**src/rtl/nibble_serial_add_ctrl.sv**
```systemverilog
// nibble_serial_add_ctrl: sequences a WIDTH-bit add through one external 4-bit adder, LSB nibble first
module nibble_serial_add_ctrl #(
   parameter int WIDTH = 16
) (
   input  logic             i_clock,
   input  logic             i_reset_b,
   input  logic             i_start,
   input  logic             i_abort,
   input  logic [WIDTH-1:0] i_a_in,
   input  logic [WIDTH-1:0] i_b_in,
   input  logic             i_cin,
   output logic             o_busy,
   output logic             o_done,
   output logic [WIDTH-1:0] o_sum_out,
   output logic             o_cout_out,
   output logic             o_overflow,
   output logic [3:0]       o_add_a,
   output logic [3:0]       o_add_b,
   output logic             o_add_c0,
   input  logic [3:0]       i_add_sum,
   input  logic             i_add_c4
);
   localparam int NIBBLES = WIDTH / 4;
   localparam int IW = (NIBBLES > 1) ? $clog2(NIBBLES) : 1;
   typedef enum logic [1:0] {IDLE, RUN, DONE} state_t;
   state_t           r_state, w_state_nxt;
   logic [IW-1:0]    r_idx;
   logic             r_carry, r_cin, r_cout, r_ovf;
   logic [WIDTH-1:0] r_a, r_b, r_sum;
   logic             w_run, w_last;
   assign w_run  = r_state == RUN;
   assign w_last = r_idx == IW'(NIBBLES - 1);
   always_comb begin
      w_state_nxt = r_state;
      case (r_state)
         IDLE:    w_state_nxt = i_start ? RUN : IDLE;
         RUN:     w_state_nxt = i_abort ? IDLE : (w_last ? DONE : RUN);
         default: w_state_nxt = IDLE;
      endcase
   end
   always_ff @(posedge i_clock or negedge i_reset_b) begin
      if (!i_reset_b)
         r_state <= IDLE;
      else
         r_state <= w_state_nxt;
   end
   // abort suppresses the nibble write so cout/overflow can never load on a cancelled add
   always_ff @(posedge i_clock or negedge i_reset_b) begin
      if (!i_reset_b) begin
         r_idx   <= '0;
         r_carry <= 1'b0;
         r_cin   <= 1'b0;
         r_a     <= '0;
         r_b     <= '0;
         r_sum   <= '0;
         r_cout  <= 1'b0;
         r_ovf   <= 1'b0;
      end else if (r_state == IDLE && i_start) begin
         r_a    <= i_a_in;
         r_b    <= i_b_in;
         r_cin  <= i_cin;
         r_sum  <= '0;
         r_cout <= 1'b0;
         r_ovf  <= 1'b0;
         r_idx  <= '0;
      end else if (w_run && !i_abort) begin
         r_sum[4*r_idx +: 4] <= i_add_sum;
         r_carry             <= i_add_c4;
         r_idx               <= w_last ? '0 : r_idx + 1'b1;
         if (w_last) begin
            r_cout <= i_add_c4;
            r_ovf  <= (r_a[WIDTH-1] == r_b[WIDTH-1]) && (i_add_sum[3] != r_a[WIDTH-1]);
         end
      end else if (w_run) begin
         r_idx <= '0;
      end
   end
   assign o_add_a    = w_run ? r_a[4*r_idx +: 4] : 4'd0;
   assign o_add_b    = w_run ? r_b[4*r_idx +: 4] : 4'd0;
   assign o_add_c0   = w_run ? ((r_idx == '0) ? r_cin : r_carry) : 1'b0;
   assign o_busy     = w_run;
   assign o_done     = r_state == DONE;
   assign o_sum_out  = r_sum;
   assign o_cout_out = r_cout;
   assign o_overflow = r_ovf;
endmodule

```
**config.mk**
```make
export PLATFORM = sky130hd
export DESIGN_NAME = nibble_serial_add_ctrl
export DESIGN_NICKNAME = d
export VERILOG_FILES = /design/src/rtl/nibble_serial_add_ctrl.sv
export SDC_FILE = /design/constraint.sdc
export NUM_CORES = 1
export LEC_CHECK = 0
export BUFFER_PORTS_ARGS = -buffer_cell sky130_fd_sc_hd__buf_2
export CAP_MARGIN = 40
export CORE_ASPECT_RATIO = 1.4
export CORE_MARGIN = 8
export CORE_UTILIZATION = 40
export DETAILED_ROUTE_END_ITERATION = 16
export GPL_TIMING_DRIVEN = 0
export SLEW_MARGIN = 10
export SYNTH_ARGS = -nofsm -noshare
export SYNTH_HDL_FRONTEND = slang
export SYNTH_SLANG_ARGS = --single-unit
```
**constraint.sdc**
```tcl
create_clock -name i_clock -period 5.78 [get_ports i_clock]
set_clock_uncertainty 0.2 [all_clocks]
set_input_delay 1.156 -clock i_clock [delete_from_list [all_inputs] [get_ports i_clock]]
set_output_delay 1.156 -clock i_clock [all_outputs]
set_load 0.05 [all_outputs]
```
==> results by group <==
Clock network
  – Deepest clock path buffer count: 2
  – CTS Buf Count: 5
  – Clock transition at path regs: around 0.1 ns
  – CTS resizes: 0
  – Worst skew pair latency: 0.30 ns
  – Num Clock Sinks: 56
  – H-Tree Depth: 2
  – Hold_buf cts: 0
  – Post-CTS Setup Inserts: 0
  – Root Driver: clkbuf_8
  – TritonCTS clock tree: built

Place
  – Worst slack at placement: roughly 2.5 ns
  – GPL Wtd Cong: ~0.74
  – IO buf count: 70
  – Placed Cells: 330
  – Dpl hpwl: 4590 um

STA
  – Worst Setup Slack, final: around 2.2 ns
  – RSZ-0062 raised after global routing: false
  – Tmin final: 3.56 ns
  – Peak Freq: between 200 and 300 MHz
  – Slew Limit Headroom: just under 60%
  – Fin Setup TNS: 0 ns
  – Final setup viols: 0
  – Max-slew violations: 0
  – Worst Hold Margin: 0.306 ns
  – Worst-Margin Slew: slightly above 0.6 ns
  – Final Cycle Share: about 60%
  – Final Hold Viols: 0

Detailed routing
  – WL per Instance: approximately 17 um
  – Number of DRC markers in iteration 0: 45
  – TritonRoute pass-1 iters: 4
  – Vias per cell: 5.18
  – Final wirelength: 5870 um
  – Residual DRC count: 0
  – Number of antenna-violating nets in the routed design: 0
  – Vias: ~1.8k

Yosys
  – Simple-Gate Fraction of Synth Area: approximately 11%
  – Adder-Cell Fraction of Synth Area: around 2.9%
  – Syn Inst Count: around 190
  – Unique masters post-synth: 29
  – Post-synthesis mux area share: between 20% and 30%
  – Xor-xnor portion of the synthesized cell area: 0%
  – Mapped cell area: 2600 um2
  – Avg Cell Area, Syn: approximately 14 um2
  – Complex-gate fraction of the synthesized area: a little under 6%
  – Synth Register Bits: 56
  – Seq/Total Area, Yosys: a little over half
  – Synth warn: 0
  – Largest family of logic cells by synthesized area: multiplexers
  – Mapped Nets: ~240

Pwr
  – P_leak: 1.52 nW
  – Power per Cell Area: about 360 nW/um2
  – Peak VDD IR: between 0.15 and 0.2 mV

GRT
  – Vias in the first global route: just under 2k
  – GR Overflow Total: 0
  – Initial antenna violation count: 0
  – First-pass GRT wire length: 9960 um
  – Largest net degree at the start of global routing: 36
  – GRT Total Usage: 13.2%

Setup path
  – Slowest CP cell: clkbuf_1
  – CP max stage delay: slightly above 0.5 ns
  – Critical Path, Cell by Cell: clkbuf_1 -> inv_1 -> ha_1 -> mux2i_1 -> nor2_1 -> buf_2
  – CP endpoint kind: output pin
  – Critical path buffers and inverters: 3
  – CP max FO: 10
  – Worst EP arrival: approximately 2.2 ns
  – CP Class: flip-flop to output pin
  – Crit path max-delay family: buffers and inverters
  – Critical Path Start Type: flip-flop
  – WP data required: 4.42 ns

Floorplan
  – Initial Util: around 42%
  – Die X: 84.1 um
  – DIE AREA: about 9400 um2
  – Std cell rows: 34
  – Core ar.: about 6300 um2
  – I/O Pins: between 70 and 80
  – Die Ht: around 110 um

Layout
  – Area growth syn-to-layout: 22.6%
  – Nets@finish: roughly 310
  – Layout Cells excl Fill: roughly 340
  – Antenna diodes: 0
  – Layout cell share with drive strength beyond 1: between 40% and 50%

Hold path
  – Worst hold path class: flip-flop to flip-flop

Run
  – Max-cap viol count: 0

Run status
  – Outcome: complete, no violations
cell usage after synthesis:
cell / instances / area share [%]
mux2i_1: 2 / 0.77
dfrtp_1: 56 / 54
nand4_1: 8 / 1.9
and3_1: 1 / 0.24
a22o_1: 9 / 3.0
o21ai_0: 1 / 0.19
inv_1: 3 / 0.43
mux2_2: 34 / 15
nor2_1: 6 / 0.87
and4_1: 1 / 0.34
a21oi_1: 11 / 2.1
o21bai_1: 1 / 0.29
nor3b_1: 1 / 0.29
and4bb_2: 1 / 0.48
a211oi_1: 1 / 0.29
buf_4: 1 / 0.29
and3b_1: 2 / 0.67
and2b_1: 1 / 0.29
nand2b_1: 2 / 0.48
nor2b_1: 8 / 1.9
buf_2: 1 / 0.19
ha_1: 6 / 2.9
nor3b_2: 2 / 0.96
buf_6: 6 / 2.6
clkbuf_1: 2 / 0.29
or2b_1: 1 / 0.29
nand2_1: 9 / 1.3
mux4_2: 8 / 6.9
or4bb_1: 2 / 0.87
final timing paths:
path / startpoint / to / slack [ns] / cells past startpoint
max: r_idx[1]$_DFFE_PN0P_ / o_add_c0 / 2.22 / 6
min: o_sum_out[5]$_DFFE_PN0P_ / o_sum_out[5]$_DFFE_PN0P_ / 0.31 / 1
max reg2reg: r_idx[1]$_DFFE_PN0P_ / o_sum_out[7]$_DFFE_PN0P_ / 3.39 / 6
min reg2reg: o_sum_out[5]$_DFFE_PN0P_ / o_sum_out[5]$_DFFE_PN0P_ / 0.31 / 1
max in group asynchronous: i_reset_b / o_overflow$_DFFE_PN0P_ / 4.21 / 2
min in group asynchronous: i_reset_b / o_sum_out[4]$_DFFE_PN0P_ / 0.61 / 1
stage by stage:
step / power [mW] / utilization (%) / cell area, um2
final: 1.16 / 50.9 / 3180
after global routing: 1.23 / 50.9 / 3180
after CTS: 1.18 / 50.9 / 3180
after detailed placement: 0.904 / 48.9 / 3060
after global placement: 0.894 / 48.6 / 3040
after floorplan: 0.801 / - / 2600
kinds of logic (layout without fill, tap and decap cells):
logic type | Yosys count | after routing
flip-flops | 56 | 56
buffers and inverters | 13 | 92
AO/OA/AOI/OAI | 23 | 23
adder cells (fa/ha/maj) | 6 | 6
multiplexers | 44 | 44
AND/OR/NAND/NOR | 45 | 45
power breakdown:
part           switching [mW]  internal [mW]  total, mW
sequential             0.0413          0.465      0.506
clock                   0.120          0.153      0.273
combinational           0.212          0.170      0.382
total                   0.373          0.788       1.16
per-layer routing:
| metal | up-vias | GRT usage (%) | share of wire (%) | wire length (um) |
|---|---|---|---|---|
| met1 | 862 | 15.3 | 40 | 2350 |
| met4 | 0 | 3.82 | 0.68 | 40 |
| met3 | 5 | 4.49 | 6.7 | 395 |
| li1 | 833 | - | - | - |
| met2 | 50 | 22.3 | 53 | 3090 |
| met5 | - | 0 | 0 | 0 |
cells in the final DEF, fill, tap and decap left out, drive strengths merged, types with 6 or more instances in the layout:
master | netlist | final
a21oi | 11 | 11
a22o | 9 | 9
buf | 8 | 79
clkbuf | 2 | 9
dfrtp | 56 | 56
ha | 6 | 6
mux2 | 34 | 34
mux4 | 8 | 8
nand2 | 9 | 9
nand4 | 8 | 8
nor2 | 6 | 6
nor2b | 8 | 8
sequential cells by signal (all words and copies together), names as in the netlist:
name and flops:
r_b 16, r_cin 1, r_a 16, r_state 2, o_cout_out 1, r_carry 1
r_idx 2, o_overflow 1, o_sum_out 16
final cells by class:
| cell class | count | area, um2 |
|---|---|---|
| fill | 580 | 3070 |
| sequential | 56 | 1400 |
| multi-input combinational | 118 | 1100 |
| timing repair buffer | 71 | 370 |
| clock buffer | 7 | 96.3 |
| tap | 72 | 90.1 |
| buffer | 10 | 87.6 |
| clock inverter | 1 | 30.0 |
| inverter | 3 | 11.3 |
No activity file was read; power rests on OpenSTA's default activity.
